[src/rtl/core_types_pkg.sv]
// ---------------------------------------------------------------------------
// core_types_pkg
// Shared core types. Holds the branching_out_t record produced by the
// branching stage and the fetch-stage types consumed by fetch_unit.
//   branching_out_t : flush / hold / branch / bypass / PCnext / PCcurrent
//   fetch_state_t   : fetch FSM states
//   ifdec_action_t  : what the IF/DEC register does on the next edge
//   NOP_INSTR       : instruction placed in IF/DEC for bubbles
// ---------------------------------------------------------------------------
package core_types_pkg;

  typedef struct packed {
    logic        flush;
    logic        hold;
    logic        branch;
    logic        bypass;
    logic [31:0] PCnext;
    logic [31:0] PCcurrent;
  } branching_out_t;

  typedef enum logic [1:0] {
    ISSUE,
    WAIT,
    STALL,
    DISCARD
  } fetch_state_t;

  typedef enum logic [1:0] {
    IFDEC_KEEP,
    IFDEC_BUBBLE,
    IFDEC_LOAD_MEM,
    IFDEC_LOAD_BUF
  } ifdec_action_t;

  localparam logic [31:0] NOP_INSTR = 32'h0000_0013;

endpackage

[src/rtl/fetch_unit_if.sv]
// ---------------------------------------------------------------------------
// fetch_unit_if
// Instruction-memory request/response bus between fetch_unit and imem.
//   req    : request valid (fetch -> mem)
//   addr   : request word address (fetch -> mem)
//   gnt    : memory accepts the request this cycle (mem -> fetch)
//   rvalid : read data valid, at least one cycle after gnt (mem -> fetch)
//   rdata  : instruction word (mem -> fetch)
// Modports: master = fetch side, slave = memory side.
// ---------------------------------------------------------------------------
interface fetch_unit_if;
  logic        req;
  logic [31:0] addr;
  logic        gnt;
  logic        rvalid;
  logic [31:0] rdata;

  modport master (output req, output addr, input gnt, input rvalid, input rdata);
  modport slave  (input req, input addr, output gnt, output rvalid, output rdata);
endinterface

[src/rtl/fetch_next_pc.sv]
// ---------------------------------------------------------------------------
// fetch_next_pc
// Combinational next-PC selection, kept separate so prediction logic can
// reuse it later.
//   pc               in  current fetch PC
//   branchingOut     in  record from the branching stage
//   redirect         out bypass | branch
//   targetPc         out redirect target with bits [1:0] cleared
//   pcPlus4          out sequential successor (wraps at 2^32)
//   targetMisaligned out raw target had bits [1:0] set
//                        (only with FETCH_MISALIGN_CHECK_EN)
// ---------------------------------------------------------------------------
module fetch_next_pc
  import core_types_pkg::*;
(
  input  logic [31:0]    pc,
  input  branching_out_t branchingOut,
  output logic           redirect,
  output logic [31:0]    targetPc,
  output logic [31:0]    pcPlus4
`ifdef FETCH_MISALIGN_CHECK_EN
  ,
  output logic           targetMisaligned
`endif
);

  logic [31:0] rawTarget;

  // Bypass is an absolute address and wins over a PC-relative branch.
  always_comb begin
    rawTarget = branchingOut.bypass ? branchingOut.PCnext
                                    : branchingOut.PCcurrent + branchingOut.PCnext;
    redirect  = branchingOut.bypass | branchingOut.branch;
    targetPc  = rawTarget & ~32'd3;
    pcPlus4   = pc + 32'd4;
  end

`ifdef FETCH_MISALIGN_CHECK_EN
  assign targetMisaligned = |rawTarget[1:0];
`endif

endmodule

[src/rtl/fetch_unit.sv]
// ---------------------------------------------------------------------------
// fetch_unit
// Instruction-fetch stage. Holds the PC, keeps at most one imem request in
// flight and registers the IF/DEC outputs. All steering (redirect, hold,
// flush) comes from the branching stage via branching_out.
// Ports:
//   Clock, Reset    core clock, asynchronous active-high reset
//   branching_out   flush / hold / branch / bypass / PCnext / PCcurrent
//   imem            fetch_unit_if.master instruction-memory bus
//   PCIF            address of instrIF
//   instrIF         fetched instruction, NOP_INSTR when validIF = 0
//   validIF         instrIF is a real instruction
//   misalignIF      redirect target was misaligned
//                   (only with FETCH_MISALIGN_CHECK_EN)
// Parameter: RESET_VECTOR, first fetch address after reset.
// ---------------------------------------------------------------------------
module fetch_unit
  import core_types_pkg::*;
#(
  parameter logic [31:0] RESET_VECTOR = 32'h0000_0000
) (
  input  logic           Clock,
  input  logic           Reset,
  input  branching_out_t branching_out,
  fetch_unit_if.master   imem,
  output logic [31:0]    PCIF,
  output logic [31:0]    instrIF,
  output logic           validIF
`ifdef FETCH_MISALIGN_CHECK_EN
  ,
  output logic           misalignIF
`endif
);

  fetch_state_t  state, stateNext;
  ifdec_action_t ifdecAction;
  logic [31:0]   pc, pcNext, buffer, targetPc, pcPlus4;
  logic          redirect, kill, hold, flush, issueReq, grant, bufferWrite;
`ifdef FETCH_MISALIGN_CHECK_EN
  logic          targetMisaligned;
`endif

  fetch_next_pc nextPcSel (
    .pc              (pc),
    .branchingOut    (branching_out),
    .redirect        (redirect),
    .targetPc        (targetPc),
    .pcPlus4         (pcPlus4)
`ifdef FETCH_MISALIGN_CHECK_EN
    ,
    .targetMisaligned(targetMisaligned)
`endif
  );

  assign hold  = branching_out.hold;
  assign flush = branching_out.flush;
  assign kill  = flush | redirect;

  // Request is masked during reset so memory never sees a pre-reset request.
  assign issueReq  = (state == ISSUE) && !hold && !Reset;
  assign grant     = issueReq && imem.gnt;
  assign imem.req  = issueReq;
  assign imem.addr = pc;

  // Next state, next PC and IF/DEC action. Redirect outranks hold; a flush
  // that lands on arriving or buffered data drops it and refetches the
  // same PC, since the data cannot enter IF/DEC this cycle.
  always_comb begin
    stateNext   = state;
    pcNext      = pc;
    bufferWrite = 1'b0;
    ifdecAction = (kill || !hold) ? IFDEC_BUBBLE : IFDEC_KEEP;
    unique case (state)
      ISSUE: begin
        if (redirect) pcNext = targetPc;
        if (grant) stateNext = redirect ? DISCARD : WAIT;
      end
      WAIT: begin
        if (redirect) begin
          pcNext    = targetPc;
          stateNext = imem.rvalid ? ISSUE : DISCARD;
        end else if (imem.rvalid) begin
          if (flush) begin
            stateNext = ISSUE;
          end else if (hold) begin
            bufferWrite = 1'b1;
            stateNext   = STALL;
          end else begin
            ifdecAction = IFDEC_LOAD_MEM;
            pcNext      = pcPlus4;
            stateNext   = ISSUE;
          end
        end
      end
      STALL: begin
        if (redirect) begin
          pcNext    = targetPc;
          stateNext = ISSUE;
        end else if (hold) begin
          stateNext = STALL;
        end else if (flush) begin
          stateNext = ISSUE;
        end else begin
          ifdecAction = IFDEC_LOAD_BUF;
          pcNext      = pcPlus4;
          stateNext   = ISSUE;
        end
      end
      DISCARD: begin
        if (redirect) pcNext = targetPc;
        if (imem.rvalid) stateNext = ISSUE;
      end
      default: stateNext = ISSUE;
    endcase
  end

  // FSM, PC and the hold buffer for data that arrived while held.
  always_ff @(posedge Clock or posedge Reset) begin
    if (Reset) begin
      state  <= ISSUE;
      pc     <= RESET_VECTOR;
      buffer <= 32'd0;
    end else begin
      state <= stateNext;
      pc    <= pcNext;
      if (bufferWrite) buffer <= imem.rdata;
    end
  end

  // IF/DEC register; PC is frozen in STALL so it still names the buffer.
  always_ff @(posedge Clock or posedge Reset) begin
    if (Reset) begin
      PCIF    <= 32'd0;
      instrIF <= NOP_INSTR;
      validIF <= 1'b0;
    end else begin
      unique case (ifdecAction)
        IFDEC_BUBBLE: begin
          instrIF <= NOP_INSTR;
          validIF <= 1'b0;
        end
        IFDEC_LOAD_MEM: begin
          PCIF    <= pc;
          instrIF <= imem.rdata;
          validIF <= 1'b1;
        end
        IFDEC_LOAD_BUF: begin
          PCIF    <= pc;
          instrIF <= buffer;
          validIF <= 1'b1;
        end
        default: ;
      endcase
    end
  end

`ifdef FETCH_MISALIGN_CHECK_EN
  // Set together with the redirect bubble, cleared by the next real load.
  always_ff @(posedge Clock or posedge Reset) begin
    if (Reset) begin
      misalignIF <= 1'b0;
    end else if (redirect && targetMisaligned) begin
      misalignIF <= 1'b1;
    end else if (ifdecAction == IFDEC_LOAD_MEM || ifdecAction == IFDEC_LOAD_BUF) begin
      misalignIF <= 1'b0;
    end
  end
`endif

endmodule

[src/flat_wrapper.sv]
// flat-port wrapper written by rule: the top's interface ports become plain ports
module fetch_unit_flat import core_types_pkg::*;
#(
  parameter logic [31:0] RESET_VECTOR = 32'h0000_0000
)
  (Clock, Reset, branching_out, PCIF, instrIF, validIF, imem_req, imem_addr, imem_gnt, imem_rvalid, imem_rdata);
  fetch_unit_if imem_i ();
  input  logic Clock;
  input  logic Reset;
  input  branching_out_t branching_out;
  output logic [31:0] PCIF;
  output logic [31:0] instrIF;
  output logic validIF;
  output wire logic [$bits(imem_i.req)-1:0] imem_req;
  output wire logic [$bits(imem_i.addr)-1:0] imem_addr;
  input wire logic [$bits(imem_i.gnt)-1:0] imem_gnt;
  input wire logic [$bits(imem_i.rvalid)-1:0] imem_rvalid;
  input wire logic [$bits(imem_i.rdata)-1:0] imem_rdata;
  assign imem_req = imem_i.req;
  assign imem_addr = imem_i.addr;
  assign imem_i.gnt = imem_gnt;
  assign imem_i.rvalid = imem_rvalid;
  assign imem_i.rdata = imem_rdata;
  fetch_unit #(.RESET_VECTOR(RESET_VECTOR)) u_core (.Clock(Clock), .Reset(Reset), .branching_out(branching_out), .imem(imem_i), .PCIF(PCIF), .instrIF(instrIF), .validIF(validIF));
endmodule
[config.mk]
export PLATFORM = sky130hd
export DESIGN_NAME = fetch_unit_flat
export DESIGN_NICKNAME = d
export VERILOG_FILES = /design/src/rtl/core_types_pkg.sv /design/src/rtl/fetch_unit_if.sv /design/src/rtl/fetch_next_pc.sv /design/src/rtl/fetch_unit.sv /design/src/flat_wrapper.sv
export SDC_FILE = /design/constraint.sdc
export NUM_CORES = 1
export LEC_CHECK = 0
export BUFFER_PORTS_ARGS = -buffer_cell sky130_fd_sc_hd__buf_2
export CAP_MARGIN = 20
export CORE_MARGIN = 8
export CORE_UTILIZATION = 58
export DETAILED_ROUTE_END_ITERATION = 16
export PLACE_DENSITY = 0.84
export SYNTH_ARGS = -nofsm -noshare
export SYNTH_HDL_FRONTEND = slang
export SYNTH_SLANG_ARGS = --single-unit
[constraint.sdc]
create_clock -name Clock -period 9.5 [get_ports Clock]
set_clock_uncertainty 0.05 [all_clocks]
set_input_delay 0.95 -clock Clock [delete_from_list [all_inputs] [get_ports Clock]]
set_output_delay 0.95 -clock Clock [all_outputs]
set_load 0.01 [all_outputs]
## Word-level counts from Yosys, hierarchy flattened

Cells that the tools add are included.

- Bits in registers: 131
- Input port bits: 104
- Output and inout port bits: 98

- Add/sub/neg operators: 2
- Eq/ne operators: 14
- Muxes and demuxes: 36
- Bitwise logic cells: 2
- Reductions and logical operators: 13

Operators with widths:

| cell | number |
|---|---|
| two-way mux 32 bit | 9 |
| one-hot mux 32 bit (3 select lines) | 2 |
| adder 32 x 3 -> 32 bit, second input constant | 1 |
| adder 32 bit | 1 |
| two-way mux 2 bit | 16 |
| inequality test 3 x 2 -> 1 bit, second input constant | 5 |
| == test 2 bit, second input constant | 4 |
| one-hot mux 2 bit (4 select lines) | 1 |
| two-way mux 1 bit | 6 |
| AND reduction 6 bit | 1 |
| == test 2 x 1 -> 1 bit, second input constant | 2 |
| inequality test 2 x 1 -> 1 bit, second input constant | 2 |
| one-hot mux 2 bit (2 select lines) | 1 |
| OR reduction 2 bit | 2 |
| logical AND 1 bit | 3 |
| AND reduction 3 bit | 1 |
| nonzero test 3 bit | 1 |
| logical NOT 1 bit | 2 |
| logical NOT 2 bit | 1 |
| inequality test 2 bit, second input constant | 1 |
| bitwise OR 1 bit | 2 |
| one-hot mux 1 bit (2 select lines) | 1 |
| nonzero test 2 bit | 1 |
| logical OR 1 bit | 1 |

## Longest topological paths before layout

- Depth after elaboration: 12
- Gate-level depth with buffers: 13

## Cells and area by module

A second synthesis with hierarchy kept.

- Cells, all modules: 784
- Area total of the unflattened synthesis: 7887.6 µm²

Modules (own cells, without submodules):

| module | instances | cells each | area each (µm²) | sequential area each (µm²) |
|---|---|---|---|---|
| fetch_unit | 1 | 433 | 5496.5 | 3281.9 |
| fetch_next_pc | 1 | 351 | 2391.0 | 0.0 |

## Worst setup path after synthesis

OpenSTA, ideal clock, no wires.

- Path kind: input port to flip-flop
- Start point: in branching_out[12] (netlist name)
- End point: reg u_core.pc[24] (netlist: u_core.imem.addr[24])
- Library setup time: 0.087 ns
- Arrival: 3.009 ns
- Slack: 6.355 ns
- Stages: 11
- Path buffers: 1
- Path through: ha_1 > buf_2 > a211o_1 > a21oi_2 > o211ai_1 > a211o_1 > o21ai_0 > nand2b_1 > nand2_1 > mux2_2 > o211ai_1

- Longest elaborated chain between the ends: 4
- Elaborated cells between the ends (all ways): 6

RTL lines:

| element | RTL line | RTL |
|---|---|---|
| start, declared | flat_wrapper.sv:10 | `input branching_out_t branching_out;` |
| adder 32 bit (*) | fetch_next_pc.sv:32 | `: branchingOut.PCcurrent + branchingOut.PCnext;` |
| two-way mux 32 bit (*) | fetch_next_pc.sv:31 | `rawTarget = branchingOut.bypass ? branchingOut.PCnext` |
| two-way mux 32 bit, on equally long branches | - |  |
| one-hot mux 32 bit (3 select lines) (*) | fetch_unit.sv:73 | `unique case (state)` |
| end signal, assigned | fetch_unit.sv:125 | `pc <= pcNext;` |
| end, declared | fetch_unit.sv:37 | `logic [31:0] pc, pcNext, buffer, targetPc, pcPlus4;` |

Mark *: on every way between the ends. The rest lies on a longest branch, timed or not. The select of a mux whose other input is x is not followed.
A chain may end at the register's enable or synchronous reset.

## Worst setup path in the final report

- Start point: in branching_out[64] (netlist name)
- End point: reg u_core.instrIF[15]

- Longest elaborated chain between the ends: 11
- Elaborated cells between the ends (all ways): 17

RTL lines:

| element | RTL line | RTL |
|---|---|---|
| bitwise OR 1 bit (*) | fetch_next_pc.sv:33 | `redirect = branchingOut.bypass \| branchingOut.branch;` |
| bitwise OR 1 bit | fetch_unit.sv:57 | `assign kill = flush \| redirect;` |
| logical OR 1 bit | fetch_unit.sv:72 | `ifdecAction = (kill \|\| !hold) ? IFDEC_BUBBLE : IFDEC_KEEP;` |
| two-way mux 1 bit | fetch_unit.sv:72 |  |
| two-way mux 2 bit | fetch_unit.sv:85 | `end else if (hold) begin` |
| two-way mux 2 bit | fetch_unit.sv:83 | `if (flush) begin` |
| two-way mux 2 bit | fetch_unit.sv:82 | `end else if (imem.rvalid) begin` |
| two-way mux 2 bit | fetch_unit.sv:79 | `if (redirect) begin` |
| one-hot mux 2 bit (2 select lines) (*) | fetch_unit.sv:73 |  |
| == test 2 bit or == test 2 x 1 -> 1 bit (tied branches) | fetch_unit.sv:137 | `unique case (ifdecAction)` |
| one-hot mux 32 bit (3 select lines) or nonzero test 3 bit (tied branches) | - |  |
| end signal, assigned | fetch_unit.sv:144 | `instrIF <= imem.rdata;` |
| end signal, assigned | fetch_unit.sv:149 | `instrIF <= buffer;` |
| end, declared | fetch_unit.sv:27 | `output logic [31:0] instrIF,` |

Mark *: on every way between the ends. The rest lies on a longest branch, timed or not.

==> results by group <==
Synth
  – Synth top area share: 41.5%
  – Avg Inst Size Synth: 9.17 um^2
  – Area leader, netlist: dfrtp_1
  – Synth cell types: 67
  – Post-synthesis sequential element count: 127
  – Count leader, synth: nand2_1
  – Most frequent cells after synthesis: 173 x nand2_1, 124 x dfrtp_1, 70 x o21ai_0
  – Post-synth EDFFs: 0
  – Synth async-reset ratio: 100%
  – Synth area leaders: dfrtp_1 41%, nand2_1 8.7%, ha_1 5.9%
  – Main synth FF type: dfrtp_1
  – Mapped Cells: between 800 and 900
  – Warnings, synthesis: 0
  – Post-synthesis sequential area ratio: 42.6%
  – Mapped Area: roughly 0.0075 mm^2

Setup path
  – Critical path, cell by cell: buf_2 > nor2_2 > nand2_1 > or4_2 > o21ai_0
  – Crit-path max FO: 60
  – Worst path arrival time: between 3 and 4 ns
  – Crit end category: register
  – Max incr delay on CP: 1.31 ns
  – Critical R2R Launch: u_core.state[0]
  – Delay-heaviest family, CP: simple AND/OR/NAND/NOR gates
  – Worst setup startpoint: branching_out[64]
  – Kind of critical path: in -> reg
  – CP Buf/Inv Count: 1
  – Req. time, crit path: between 9 and 10 ns
  – Critical Path Start Type: primary input
  – CP max stage cell: or4_2

Place
  – Port bufs: 197
  – DP HPWL: 15300 um
  – Placed insts: 1149
  – Final RePlAce weighted congestion: 0.929

Global route
  – Initial antenna violation count: 0
  – Total track usage: 25.1%
  – M1 GR Usage: between 30% and 40%
  – Grt ovf: 0
  – Met2 GRT Util: 41.1%
  – GR peak layer: met2
  – Met3 usage: 5.71%
  – Vias in the first global route: 6701
  – Largest net degree at the start of global routing: 73
  – First-pass GRT wire length: ~33000 um

Clocking
  – Worst-Skew Late Latency: 0.41 ns
  – TritonCTS clock tree: built
  – Post-CTS Hold Buffers: 0
  – H-tree levels: 4
  – Clock Pin Slew Worst Setup and Hold Paths: approximately 0.060 ns
  – Post-CTS Resized: 0
  – Clk root buf: clkbuf_16
  – Post-CTS setup buffer count: 0
  – Total CTS buffers: 17
  – Clock sinks: around 130
  – Clock Path Buffers: 2

Timing
  – Worst relative slew slack: 30.4%
  – Period Utilization, post-route: a little under two fifths
  – Hold Fails Final Rpt: 0
  – RSZ-0062 raised after global routing: false
  – Slew Viols, Final: 0
  – Slew @ Worst Pin: 1.04 ns
  – Max Clk Rate: 0.275 GHz
  – Minimum clock period: 3.64 ns
  – Worst hold margin: between 0.4 and 0.5 ns
  – # setup viols final: 0
  – Fin Setup TNS: 0 ns

Flow run
  – Max-cap violations: 0

Cells and area
  – Antenna Cells: 0
  – Final Util: 72.7%
  – FILL cells: 947
  – Nets: 1136
  – Share of cells above drive strength 1: around 29%
  – Multi-input gate area: 0.00408 mm^2
  – Finished Layout Cells: 1182
  – Seq. cell area: 0.00318 mm^2
  – Synth-to-Final Area Change: 22.7%

Status
  – Status: finished clean

Power and ir drop
  – Static leakage: about 0.0046 uW
  – Max IR drop VDD: approximately 0.17 mV
  – P per Cell Area: 254 mW/mm^2

Routing
  – Post-DRT Antenna Nets: 0
  – Total wire length: 21100 um
  – Vias per cell: 5.76
  – DRT Pass-1 Iters: 6
  – Via count: 6814
  – Avg WL per Cell: 17.8 um
  – Drt first-iter violations: about 640
  – # DRC: 0

Die
  – Row count: 41
  – Die width: 130 um
  – Die Y: 130 um
  – Core Area: 0.0126 mm^2
  – Die ar.: 0.0168 mm^2
  – Initial Utilization: 59.3%
  – Ports: roughly 200

Hold path
  – Hold_sp: u_core.PCIF[16]
  – Min-delay worst type: reg -> reg
## through the flow
step           instance area (um^2)  total power [uW]  worst slack, ns
2_1_floorplan                  7490              1380             5.12
3_3_place_gp                   8560              1630             5.52
3_5_place_dp                   8560              1660             5.30
4_1_cts                        9160              2330             5.74
5_1_grt                        9170              2470             5.67
6_report                       9170              2330             5.86
## final timing paths
path                                           end  slack [ns]  depth (start not counted)
worst max register to register  u_core.instrIF[15]        6.21                          5
max in group asynchronous          u_core.PCIF[10]        7.46                          3
worst min-delay path               u_core.PCIF[16]        0.42                          2
worst min register to register     u_core.PCIF[16]        0.42                          2
min in group asynchronous          u_core.PCIF[23]        0.68                          2
worst max-delay path            u_core.instrIF[15]        5.86                          5
## per-layer routing
| metal | up-vias | routed length, um |
|---|---|---|
| met5 | - | 0 |
| met1 | 3216 | 8930 |
| li1 | 3249 | - |
| met4 | 0 | 493 |
| met2 | 305 | 10000 |
| met3 | 44 | 1600 |
## cells in the final DEF (no fill, tap or decap), drive strengths merged, types with 5 or more instances in the layout
master / instances
a211oi: 5
a21o: 8
a21oi: 57
and4: 5
buf: 202
clkbuf: 17
dfrtp: 124
ha: 35
inv: 26
mux2: 34
mux2i: 34
nand2: 173
nand2b: 8
nand3: 18
nand4: 13
nor2: 35
nor3: 17
o211ai: 8
o21ai: 73
o22ai: 7
xnor2: 19
xor2: 21
## layout make-up
| class | instances | area share, % |
|---|---|---|
| multi-input combinational | 632 | 44.5 |
| sequential | 127 | 34.7 |
| timing repair buffer | 202 | 11.2 |
| clock buffer | 17 | 4.64 |
| tap | 172 | 2.35 |
| clock inverter | 15 | 1.90 |
| inverter | 17 | 0.723 |
## worst reg2reg max path, stage by stage, from the launching register on
cell	delay [ns]
dfrtp_1	0.41
inv_1	0.09
ha_1	0.44
nand2_1	0.51
or4_2	1.31
o21ai_0	0.39
## registers in the layout, indices dropped and copies added, names as in the netlist
name              cells
u_core.imem.addr     30
u_core.state          2
u_core.validIF        1
u_core.instrIF       32
u_core.PCIF          30
u_core.buffer        32
## kinds of logic after synthesis
logic type	after synthesis	synth area share (%)
xor gates and xnor gates	40	4.69
AOI/OAI and AO/OA	194	16.4
and+or+nand+nor	291	17.4
other	1	0.0502
adders and majority gates	35	5.86
muxes	68	9.67
DFF	127	42.6
buffers and inverters	59	3.38
## power breakdown
part / switching [uW] / total (uW) / leakage, uW / internal [uW]
Sequential: 131 / 825 / 0.00165 / 694
Clock: 263 / 658 / 0.000282 / 395
Combinational: 490 / 851 / 0.00270 / 361
Total: 884 / 2330 / 0.00463 / 1450
Power figures use the tool's default switching activity.
